**src/rtl/match_controller.sv**
```systemverilog
// ---------------------------------------------------------------------------
// match_controller
//   Round sequencer and scoreboard for the two-input comparator datapath.
//   Each round issues one compare request, waits for the comparator verdict
//   (or a timeout), and awards a point or counts a tie. The match ends when
//   a player reaches TARGET points or when MAX_ROUNDS rounds are complete.
//
// Ports
//   clk          rising-edge clock
//   rst_n        asynchronous active-low reset
//   start        begin a match (honoured in IDLE or DONE only)
//   clear        synchronous abort back to IDLE with all state zeroed
//   comp_out     verdict: 10 = player 1, 01 = player 2, 00/11 = tie
//   comp_valid   comp_out valid this cycle (looked at only while waiting)
//   comp_req     one-cycle compare request pulse
//   score1/2     current scores
//   round        completed rounds
//   winner       00 none, 01 player 1, 10 player 2, 11 draw
//   busy         round in progress (REQ/WAIT/CHECK)
//   done         match finished
//   timeout_flag at least one round of this match timed out
// ---------------------------------------------------------------------------
module match_controller #(
   parameter int SCORE_W    = 4,
   parameter int TARGET     = 5,
   parameter int MAX_ROUNDS = 9,
   parameter int TIMEOUT    = 15,
   localparam int RND_W     = $clog2(MAX_ROUNDS + 1)
) (
   input  logic               clk,
   input  logic               rst_n,
   input  logic               start,
   input  logic               clear,
   input  logic [1:0]         comp_out,
   input  logic               comp_valid,
   output logic               comp_req,
   output logic [SCORE_W-1:0] score1,
   output logic [SCORE_W-1:0] score2,
   output logic [RND_W-1:0]   round,
   output logic [1:0]         winner,
   output logic               busy,
   output logic               done,
   output logic               timeout_flag
);

   localparam int WAIT_W = $clog2(TIMEOUT + 1);

   localparam logic [SCORE_W-1:0] TARGET_V  = SCORE_W'(TARGET);
   localparam logic [RND_W-1:0]   ROUNDS_V  = RND_W'(MAX_ROUNDS);
   localparam logic [WAIT_W-1:0]  WAIT_LAST = WAIT_W'(TIMEOUT - 1);

   typedef enum logic [2:0] {
      S_IDLE,
      S_REQ,
      S_WAIT,
      S_CHECK,
      S_DONE
   } state_t;

   state_t              state_q, state_d;
   logic [WAIT_W-1:0]   wcnt_q, wcnt_d;
   logic [SCORE_W-1:0]  score1_d, score2_d;
   logic [RND_W-1:0]    round_d;
   logic [1:0]          winner_d;
   logic                tflag_d;
   logic                comp_req_d, busy_d, done_d;

   always_comb begin
      state_d  = state_q;
      wcnt_d   = wcnt_q;
      score1_d = score1;
      score2_d = score2;
      round_d  = round;
      winner_d = winner;
      tflag_d  = timeout_flag;

      if (clear) begin
         state_d  = S_IDLE;
         wcnt_d   = '0;
         score1_d = '0;
         score2_d = '0;
         round_d  = '0;
         winner_d = 2'b00;
         tflag_d  = 1'b0;
      end else begin
         case (state_q)
            S_IDLE, S_DONE: begin
               if (start) begin
                  score1_d = '0;
                  score2_d = '0;
                  round_d  = '0;
                  winner_d = 2'b00;
                  tflag_d  = 1'b0;
                  state_d  = S_REQ;
               end
            end
            S_REQ: begin
               wcnt_d  = '0;
               state_d = S_WAIT;
            end
            S_WAIT: begin
               if (comp_valid) begin
                  // Tie codes (00/11) fall through with no score change.
                  if (comp_out == 2'b10)
                     score1_d = score1 + 1'b1;
                  else if (comp_out == 2'b01)
                     score2_d = score2 + 1'b1;
                  round_d = round + 1'b1;
                  state_d = S_CHECK;
               end else if (wcnt_q == WAIT_LAST) begin
                  round_d = round + 1'b1;
                  tflag_d = 1'b1;
                  state_d = S_CHECK;
               end else begin
                  wcnt_d = wcnt_q + 1'b1;
               end
            end
            S_CHECK: begin
               // Outright win is tested before the round limit so a TARGET
               // reached on the last round still counts as a clean win.
               if (score1 == TARGET_V) begin
                  winner_d = 2'b01;
                  state_d  = S_DONE;
               end else if (score2 == TARGET_V) begin
                  winner_d = 2'b10;
                  state_d  = S_DONE;
               end else if (round == ROUNDS_V) begin
                  if (score1 > score2)
                     winner_d = 2'b01;
                  else if (score2 > score1)
                     winner_d = 2'b10;
                  else
                     winner_d = 2'b11;
                  state_d = S_DONE;
               end else begin
                  state_d = S_REQ;
               end
            end
            default: state_d = S_IDLE;
         endcase
      end

      // Status outputs are registered copies of the next-state decode so
      // they line up with the state they describe.
      comp_req_d = (state_d == S_REQ);
      busy_d     = (state_d == S_REQ) || (state_d == S_WAIT) || (state_d == S_CHECK);
      done_d     = (state_d == S_DONE);
   end

   always_ff @(posedge clk or negedge rst_n) begin
      if (!rst_n) begin
         state_q      <= S_IDLE;
         wcnt_q       <= '0;
         score1       <= '0;
         score2       <= '0;
         round        <= '0;
         winner       <= 2'b00;
         timeout_flag <= 1'b0;
         comp_req     <= 1'b0;
         busy         <= 1'b0;
         done         <= 1'b0;
      end else begin
         state_q      <= state_d;
         wcnt_q       <= wcnt_d;
         score1       <= score1_d;
         score2       <= score2_d;
         round        <= round_d;
         winner       <= winner_d;
         timeout_flag <= tflag_d;
         comp_req     <= comp_req_d;
         busy         <= busy_d;
         done         <= done_d;
      end
   end

endmodule

```
**config.mk**
```make
export PLATFORM = sky130hd
export DESIGN_NAME = match_controller
export DESIGN_NICKNAME = d
export VERILOG_FILES = /design/src/rtl/match_controller.sv
export SDC_FILE = /design/constraint.sdc
export NUM_CORES = 1
export LEC_CHECK = 0
export BUFFER_PORTS_ARGS = -buffer_cell sky130_fd_sc_hd__buf_2
export CELL_PAD_IN_SITES_DETAIL_PLACEMENT = 0
export CELL_PAD_IN_SITES_GLOBAL_PLACEMENT = 1
export CORE_UTILIZATION = 43
export CTS_CLUSTER_DIAMETER = 30
export DETAILED_ROUTE_END_ITERATION = 16
export HOLD_SLACK_MARGIN = 0.1
export MAX_ROUTING_LAYER = met4
export PLACE_DENSITY = 0.86
export SLEW_MARGIN = 20
export SYNTH_ARGS = -nofsm -noshare
export SYNTH_HDL_FRONTEND = slang
export SYNTH_SLANG_ARGS = --single-unit
```
**constraint.sdc**
```tcl
create_clock -name clk -period 2.3 [get_ports clk]
set_input_delay 0.46 -clock clk [delete_from_list [all_inputs] [get_ports clk]]
set_output_delay 0.46 -clock clk [all_outputs]
set_load 0.02 [all_outputs]
```
==> run summary <==
Syn-to-layout area delta: 13.95%
via/cell ratio: 5.594
Startpoint Class: flop
number of I/O port buffers: 24
register area share after synthesis: 0.3811
Peak supply drop: 225.3 uV
CP Max Fanout: 5
Synth cell types: 46
Worst Setup SP: score1[2]
Slew headroom: 0.5712
placer congestion estimate: 0.7946
TritonCTS Buffers: 3
H-tree Lvls: 1
share of cells above drive strength 1: 0.2194
Core Region: 3661 um2
die width: 63.79 um
WL per Instance: 14.30 um
Syn Nets: 189
reg2reg end: winner[1]
CTS tree: done
clk root buf: clkbuf_8
setup TNS: 0 ns
antenna violations before repair: 0
Final HPWL DP: 2.631 mm
Pwr Density: 522.5 nW/um2
Reg2Reg Depth: 6
RSZ-0062 raised after global routing: no
global route overflow: 0
Util after Layout: 0.5109
RR Startpoint: score1[2]
Initial Utilization: 0.4484
ratio of final minimum period to clock period: 0.9065
total wire length: 3.490 mm
critical path's top delay family: compound AO/OA/AOI/OAI gates
TritonRoute pass-1 iters: 4
syn_area_per_cell: 9.656 um2
critical path required time: 2.46 ns
Setup Fix Bufs, Post-CTS: 0
buffers and inverters on the worst path: 1
cell row count: 22
global-route wire length before repair: 5.954 mm
fin crit period: 2.085 ns
Post-Syn Instances: 170
Final setup viols: 0
number of synthesized register bits: 25
die height: 63.79 um
final hold violation count: 0
post-route cell area: 1871 um2
CP endpoint kind: flop
Setup CP Type: reg -> reg
Post-Route Skew: 0.004626 ns
largest net degree at the start of global routing: 26
Post-Synthesis Cell Area: 1642 um2
vias in the first global route: 1288
CP Cell Sequence: inv_1 > ha_1 > and4b_1 > a2111oi_0 > nor3b_1 > mux2_2
Min-Delay Path Class: in -> async
DRC Markers: 0
Max Fclk: 479.6 MHz
TritonCTS Sinks: 25
routed via count: 1365
post-cts gate resize count: 0
CP endpoint: winner[1]
Synth async-reset ratio: 1.000
Static Leak: 0.9020 nW
max-slew violations: 0
hold-fix buffer count after cts: 0
cell depth of the worst setup path: 6
crit-path max cell delay: 0.59 ns
FILL cells: 347
Post-synth EDFFs: 0
antenna fix cells: 0
worst skew pair latency: 0.26 ns
Routed Antenna Nets: 0
Global Route Usage Sum: 0.1911
Placed Area: 1826 um2
Top FF cell, synth: dfrtp_1
initial drt markers: 76
slowest CP cell: a2111oi_0
register-to-register setup slack: 0.22 ns
Worst EP arrival: 2.24 ns
Clk pin slew, worst setup/hold paths: 0.09 ns
maxcap violations: 0
status: completed
worst slew pin tran: 0.6271 ns
Synthesis Warnings: 0
I/O pins: 25
die area: 4069 um2
Final #Nets: 216
clk buf depth: 2
registers in the layout, indices dropped and copies added, names as in the netlist:
register	cells
round	4
winner	2
score2	4
done	1
score1	4
wcnt_q	4
timeout_flag	1
busy	1
state_q	3
comp_req	1
metal layers:
metal | track usage | wire length, um | vias to the layer above | share of wire
li1 | - | - | 657 | -
met1 | 0.2364 | 1678 | 676 | 0.48
met2 | 0.3245 | 1667 | 28 | 0.48
met3 | 0.03036 | 121 | 4 | 0.035
met4 | 0.04830 | 23 | 0 | 0.0066
met5 | - | 0 | - | 0
Yosys cell counts, drive strengths merged (2+ instances only):
library cell | number | share of area
clkbuf | 3 | 0.0069
ha | 12 | 0.091
nand2b | 8 | 0.035
a21o | 4 | 0.018
mux2i | 8 | 0.049
or3 | 2 | 0.0076
nor3 | 3 | 0.0091
nor3b | 4 | 0.024
mux2 | 5 | 0.039
dfrtp | 25 | 0.38
a21oi | 10 | 0.033
nand2 | 12 | 0.027
o22ai | 2 | 0.0076
or3b | 3 | 0.016
a31oi | 3 | 0.024
a211oi | 8 | 0.037
buf | 4 | 0.014
nand3b | 4 | 0.018
nor2 | 10 | 0.023
inv | 16 | 0.037
o21ai | 3 | 0.0091
nand3 | 6 | 0.018
report_power, final:
part / total, W / internal (W) / switching, W / leakage (nW)
registers: 0.000477 / 0.000458 / 0.0000192 / 0.345
logic: 0.000241 / 0.0000922 / 0.000149 / 0.534
clock network: 0.000259 / 0.000124 / 0.000135 / 0.0228
worst register-to-register path: stages, from the launching register on:
cell,delay (ns)
dfrtp_1,0.41
inv_1,0.08
ha_1,0.32
and4b_1,0.21
a2111oi_0,0.59
nor3b_1,0.10
mux2_2,0.28
metrics by stage:
stage / total power [W] / hold WS (ns) / std cells / setup slack (ns)
final: 0.0009774 / 0.1780 / 244 / 0.2151
after CTS: 0.0009940 / 0.1948 / 244 / 0.1839
after floorplan: 0.0006549 / 0.1644 / 170 / 0.3011
after detailed placement: 0.0007264 / 0.4805 / 240 / 0.1977
after global routing: 0.001037 / 0.2263 / 244 / 0.05528
after global placement: 0.0007166 / 0.4692 / 240 / 0.2529
cells by family after synthesis:
| family | Yosys count | synth area share |
|---|---|---|
| buf+inv | 24 | 0.05945 |
| simple gates | 57 | 0.2043 |
| flops | 25 | 0.3811 |
| fa+ha+maj | 12 | 0.09146 |
| xor+xnor | 1 | 0.005336 |
| mux | 13 | 0.08765 |
| compound gates | 38 | 0.1707 |
placed cells by master, fill, tap and decap left out, types with 3 or more instances in the layout:
cell type and instances:
a211oi_1 8, a21o_1 4, a21oi_1 9, buf_2 24
buf_4 5, clkbuf_8 3, dfrtp_1 25, ha_1 12
inv_1 16, mux2i_1 8, nand2_1 12, nand2b_1 7
nand3_1 6, nand3b_1 4, nor2_1 10, nor3_1 3
o21ai_0 3
worst min path at each step:
stage | startpoint | end | slack, ns | depth (start not counted)
final | rst_n | comp_req | 0.18 | 1
after global routing | rst_n | score1[3] | 0.23 | 1
after CTS | rst_n | score1[3] | 0.19 | 1
after detailed placement | timeout_flag | timeout_flag | 0.48 | 1
after global placement | timeout_flag | timeout_flag | 0.47 | 1
after floorplan | rst_n | busy | 0.16 | 0
final cells by class:
cell class              instances  area (um2)  area share
inverters                      17       63.81     0.03411
multi-input cells             121       918.4      0.4910
repair buffers                 29       157.7     0.08428
well taps                      48       60.06     0.03211
flip-flops and latches         25       625.6      0.3344
clock buffers                   4       45.04     0.02408
(Power assumes the default switching activity.)
